File: src/rtl/code_sender.sv
// code_sender: transmit side of the on/off pulse-code link to the lock.
// A rising start edge loads code_in. Each bit is then sent MSB first as a
// PULSE_TICKS-long pulse on onpulse (bit=1) or offpulse (bit=0), followed
// by GAP_TICKS ticks with both lines low. A one-clock done strobe follows
// the last gap.
module code_sender #(
    parameter int CODE_LEN    = 5,
    parameter int PULSE_TICKS = 1,
    parameter int GAP_TICKS   = 1
) (
    input  logic                clk,
    input  logic                rst,
    input  logic                tick,
    input  logic                start,
    input  logic                abort,
    input  logic [CODE_LEN-1:0] code_in,
    output logic                onpulse,
    output logic                offpulse,
    output logic                busy,
    output logic                done
);

    localparam int MAX_TICKS = (PULSE_TICKS > GAP_TICKS) ? PULSE_TICKS : GAP_TICKS;
    localparam int TW        = $clog2(MAX_TICKS + 1);
    localparam int SW        = $clog2(CODE_LEN + 1);

    localparam logic [TW-1:0] PULSE_LAST = TW'(PULSE_TICKS - 1);
    localparam logic [TW-1:0] GAP_LAST   = TW'(GAP_TICKS - 1);
    localparam logic [TW-1:0] TICK_ONE   = TW'(1);
    localparam logic [SW-1:0] SYM_LOAD   = SW'(CODE_LEN);
    localparam logic [SW-1:0] SYM_ONE    = SW'(1);

    typedef enum logic [1:0] {
        IDLE  = 2'd0,
        PULSE = 2'd1,
        GAP   = 2'd2,
        DONE  = 2'd3
    } state_t;

    state_t              state;
    state_t              state_nxt;

    logic                s1;
    logic                s2;
    logic                s3;
    logic                start_req;

    logic [CODE_LEN-1:0] shreg;
    logic [TW-1:0]       tick_cnt;
    logic [SW-1:0]       sym_cnt;

    // Control strobes from the next-state logic into the datapath.
    logic                load;
    logic                pulse_end;
    logic                gap_end;
    logic                in_seq;

    // start is asynchronous: two flops for metastability, a third to find the edge.
    always_ff @(posedge clk or negedge rst) begin
        if (!rst) begin
            s1 <= 1'b0;
            s2 <= 1'b0;
            s3 <= 1'b0;
        end else begin
            s1 <= start;
            s2 <= s1;
            s3 <= s2;
        end
    end

    assign start_req = s2 & ~s3;

    // State register.
    always_ff @(posedge clk or negedge rst) begin
        if (!rst) begin
            state <= IDLE;
        end else begin
            state <= state_nxt;
        end
    end

    // Next state, datapath strobes and output decode (outputs depend on state only).
    always_comb begin
        state_nxt = state;
        load      = 1'b0;
        pulse_end = 1'b0;
        gap_end   = 1'b0;
        in_seq    = (state == PULSE) || (state == GAP);
        onpulse   = (state == PULSE) &&  shreg[CODE_LEN-1];
        offpulse  = (state == PULSE) && !shreg[CODE_LEN-1];
        busy      = in_seq;
        done      = (state == DONE);

        if (abort) begin
            // Cancel wins over everything, including a start_req this cycle.
            state_nxt = IDLE;
        end else begin
            case (state)
                IDLE: begin
                    if (start_req) begin
                        load      = 1'b1;
                        state_nxt = PULSE;
                    end
                end
                PULSE: begin
                    if (tick && (tick_cnt == PULSE_LAST)) begin
                        pulse_end = 1'b1;
                        state_nxt = GAP;
                    end
                end
                GAP: begin
                    if (tick && (tick_cnt == GAP_LAST)) begin
                        gap_end   = 1'b1;
                        state_nxt = (sym_cnt == SYM_ONE) ? DONE : PULSE;
                    end
                end
                DONE: begin
                    state_nxt = IDLE;
                end
                default: begin
                    state_nxt = IDLE;
                end
            endcase
        end
    end

    // Shift register and counters; code_in is only looked at on load.
    always_ff @(posedge clk or negedge rst) begin
        if (!rst) begin
            shreg    <= '0;
            tick_cnt <= '0;
            sym_cnt  <= '0;
        end else if (abort) begin
            shreg    <= '0;
            tick_cnt <= '0;
            sym_cnt  <= '0;
        end else if (load) begin
            shreg    <= code_in;
            tick_cnt <= '0;
            sym_cnt  <= SYM_LOAD;
        end else if (pulse_end) begin
            tick_cnt <= '0;
        end else if (gap_end) begin
            tick_cnt <= '0;
            shreg    <= shreg << 1;
            sym_cnt  <= sym_cnt - SYM_ONE;
        end else if (tick && in_seq) begin
            tick_cnt <= tick_cnt + TICK_ONE;
        end
    end

endmodule

File: config.mk
export PLATFORM = sky130hd
export DESIGN_NAME = code_sender
export DESIGN_NICKNAME = d
export VERILOG_FILES = /design/src/rtl/code_sender.sv
export SDC_FILE = /design/constraint.sdc
export NUM_CORES = 1
export LEC_CHECK = 0
export ABC_CLOCK_PERIOD_IN_PS = 4000
export CORE_MARGIN = 1.5
export CORE_UTILIZATION = 53
export DETAILED_ROUTE_END_ITERATION = 8
export GPL_TIMING_DRIVEN = 0
export PLACE_DENSITY = 0.85
export RECOVER_POWER = 100
export SLEW_MARGIN = 30
export SYNTH_ARGS = -nofsm -noshare
export SYNTH_HDL_FRONTEND = slang
export SYNTH_SLANG_ARGS = --single-unit
File: constraint.sdc
create_clock -name clk -period 4 [get_ports clk]
set_input_delay 0.4 -clock clk [delete_from_list [all_inputs] [get_ports clk]]
set_output_delay 0.4 -clock clk [all_outputs]
set_load 0.005 [all_outputs]
==> results.sh <==
export IMPL_outcome="complete, no violations"
export IMPL_crit_required_ns=3.60
export IMPL_seq_area_frac_synth=0.461
export IMPL_fp_dieW_um=40.9
export IMPL_syn_nets=88
export IMPL_critPathKind="reg -> out"
export IMPL_netlist_instances=72
export IMPL_htreeDepth=1
export IMPL_rsz0062_at_grt="false"
export IMPL_cts_max_path_buffers=2
export IMPL_cts_setup_buffers=0
export IMPL_holdPathStages=0
export IMPL_dieArea_mm2=0.00167
export IMPL_grt_max_degree=15
export IMPL_grt_pass1_wl_mm=2.19
export IMPL_die_y_um=40.9
export IMPL_path_clk_slew_ns=0.09
export IMPL_end_kind="primary output"
export IMPL_final_nets=106
export IMPL_ys_seq_elements=14
export IMPL_whs_endpoint="s2$_DFF_PN0_"
export IMPL_ys_flop_type="dfrtp_1"
export IMPL_num_fill_cells=108
export IMPL_yosys_area_top_type="dfrtp_1"
export IMPL_min_from="s1$_DFF_PN0_"
export IMPL_cp_max_fo=5
export IMPL_avgSynthCellArea_um2=10.5
export IMPL_grt_overflow_total=0
export IMPL_fin_ws_ns=1.83
export IMPL_grtUsageTotal=0.210
export IMPL_place_ws_ns=2.05
export IMPL_area_growth_pct=20.8
export IMPL_tns_ns=0
export IMPL_power_density_mw_per_mm2=476
export IMPL_ant_nets=0
export IMPL_synth_top_cells_by_count="dfrtp_1, nor2_1, ha_1"
export IMPL_worstReg2RegStart="state[0]$_DFFE_PN0P_"
export IMPL_clk_latency_ns=0.28
export IMPL_clockRootBuffer="clkbuf_4"
export IMPL_routed_via_density=5.35
export IMPL_relSlewSlack=0.587
export IMPL_cp_start_kind="flip-flop"
export IMPL_ir_drop_mv=0.265
export IMPL_maxSlewViolCount=0
export IMPL_place_congestion=0.672
export IMPL_hpwl_um=951
export IMPL_final_cells=104
export IMPL_port_buffers=13
export IMPL_placementRows=13
export IMPL_tightest_slew_ns=0.610
export IMPL_maxCapViolCount=0
export IMPL_remaining_drc_errors=0
export IMPL_pin_count=14
export IMPL_rr_worst_depth=4
export IMPL_synth_area_um2=759
export IMPL_drive_gt1_frac=0.0899
export IMPL_hold_buffers=0
export IMPL_skew_ns=0.0113
export IMPL_arrival_ns=1.77
export IMPL_grt_pass1_vias=519
export IMPL_start_util=0.576
export IMPL_synth_edf_count=0
export IMPL_cts_sinks=14
export IMPL_r2r_end="shreg[2]$_DFFE_PN0P_"
export IMPL_drt_pass1_iter_count=4
export IMPL_avgRoutedWirePerCell_um=12.2
export IMPL_fmax_mhz=462
export IMPL_p_leak_uw=0.000425
export IMPL_yosysWarnings=0
export IMPL_diodes=0
export IMPL_first_iter_violations=10
export IMPL_drt_wl_total_mm=1.27
export IMPL_async_flop_share=1.00
export IMPL_synth_top_area_frac=0.461
export IMPL_ctsResizeCount=0
export IMPL_yosys_top_cells_area="dfrtp_1, ha_1, nor2_1"
export IMPL_min_period_ns=2.17
export IMPL_placedCellCount=100
export IMPL_vias=556
export IMPL_coreArea_mm2=0.00132
export IMPL_cts_buffers=3
export IMPL_r2r_setup_slack_ns=1.97
export IMPL_setup_viol=0
export IMPL_cts_tree="yes"
export IMPL_yosys_cell_types_count=28
export IMPL_hold_ws_ns=0.368
export IMPL_finalHoldViolations=0
export IMPL_antenna_found_initial=0
export IMPL_timing_final_crit_share=0.541
export IMPL_yosysMostFrequentCell="dfrtp_1"
export IMPL_hold_path_class="reg -> reg"
-- cells in the final DEF, fill, tap and decap left out, drive strengths merged, types with 2 or more instances in the layout --
| master | instances |
|---|---|
| a2111oi | 3 |
| a21oi | 5 |
| clkbuf | 6 |
| clkdlybuf4s50 | 7 |
| dfrtp | 14 |
| dlygate4sd3 | 6 |
| ha | 6 |
| inv | 5 |
| nand2 | 3 |
| nand3 | 3 |
| nor2 | 10 |
| nor2b | 2 |
| nor3 | 5 |
| xnor2 | 2 |
-- metrics by stage --
step | utilization | area (um^2) | total power (uW)
after floorplan | - | 759 | 298
after global placement | 0.689 | 908 | 350
after detailed placement | 0.689 | 908 | 356
after CTS | 0.717 | 945 | 457
after global routing | 0.696 | 917 | 470
final | 0.696 | 917 | 436
-- where the power goes --
part	internal, uW	switching (uW)	total, uW	leakage, uW
combinational	75.6	79.2	155	0.000220
sequential	163	17.3	181	0.000183
clock	55.3	45.4	101	0.0000210
total	294	142	436	0.000425
-- layer usage --
metal | wire [um] | track usage | up-vias | share of wire
li1 | - | - | 282 | -
met1 | 591 | 0.240 | 255 | 0.47
met2 | 613 | 0.375 | 17 | 0.48
met3 | 49 | 0.0326 | 2 | 0.039
met4 | 11 | 0.100 | 0 | 0.0087
met5 | 0 | 0 | - | 0
-- worst max-delay path, cell delays in order (launching register included) --
cell and delay (ns):
dfrtp_1 0.40, inv_1 0.13, ha_1 0.26, nor2b_1 0.14, dlygate4sd3_1 0.56
-- logic make-up after synthesis --
logic type | after synthesis | share of synthesized area
compound gates | 11 | 0.110
buf+inv | 7 | 0.0346
mux | 2 | 0.0329
simple gates | 29 | 0.227
fa+ha+maj | 6 | 0.0988
flops | 14 | 0.461
xor+xnor | 3 | 0.0346
-- how the worst max path moves through the flow --
stage	startpoint	to
after floorplan	state[0]$_DFFE_PN0P_	sym_cnt[1]$_DFFE_PN0P_
after global placement	abort	sym_cnt[1]$_DFFE_PN0P_
after detailed placement	abort	sym_cnt[1]$_DFFE_PN0P_
after CTS	state[1]$_DFFE_PN0P_	offpulse
after global routing	state[1]$_DFFE_PN0P_	offpulse
final	state[1]$_DFFE_PN0P_	offpulse
-- cell type report --
cell class              count  area, um^2  area share
multi-input cells          51         355       0.387
flip-flops and latches     14         350       0.382
repair buffers             13         130       0.142
clock buffers               4        36.3      0.0396
inverters                   5        18.8      0.0205
well taps                  15        18.8      0.0205
plain buffers               2        7.51     0.00819
-- sequential cells by signal, indices dropped and copies added (netlist names) --
register and flops:
state 2, shreg 5, s2 1, s3 1, tick_cnt 1, sym_cnt 3, s1 1
No activity file was read; power rests on OpenSTA's default activity.
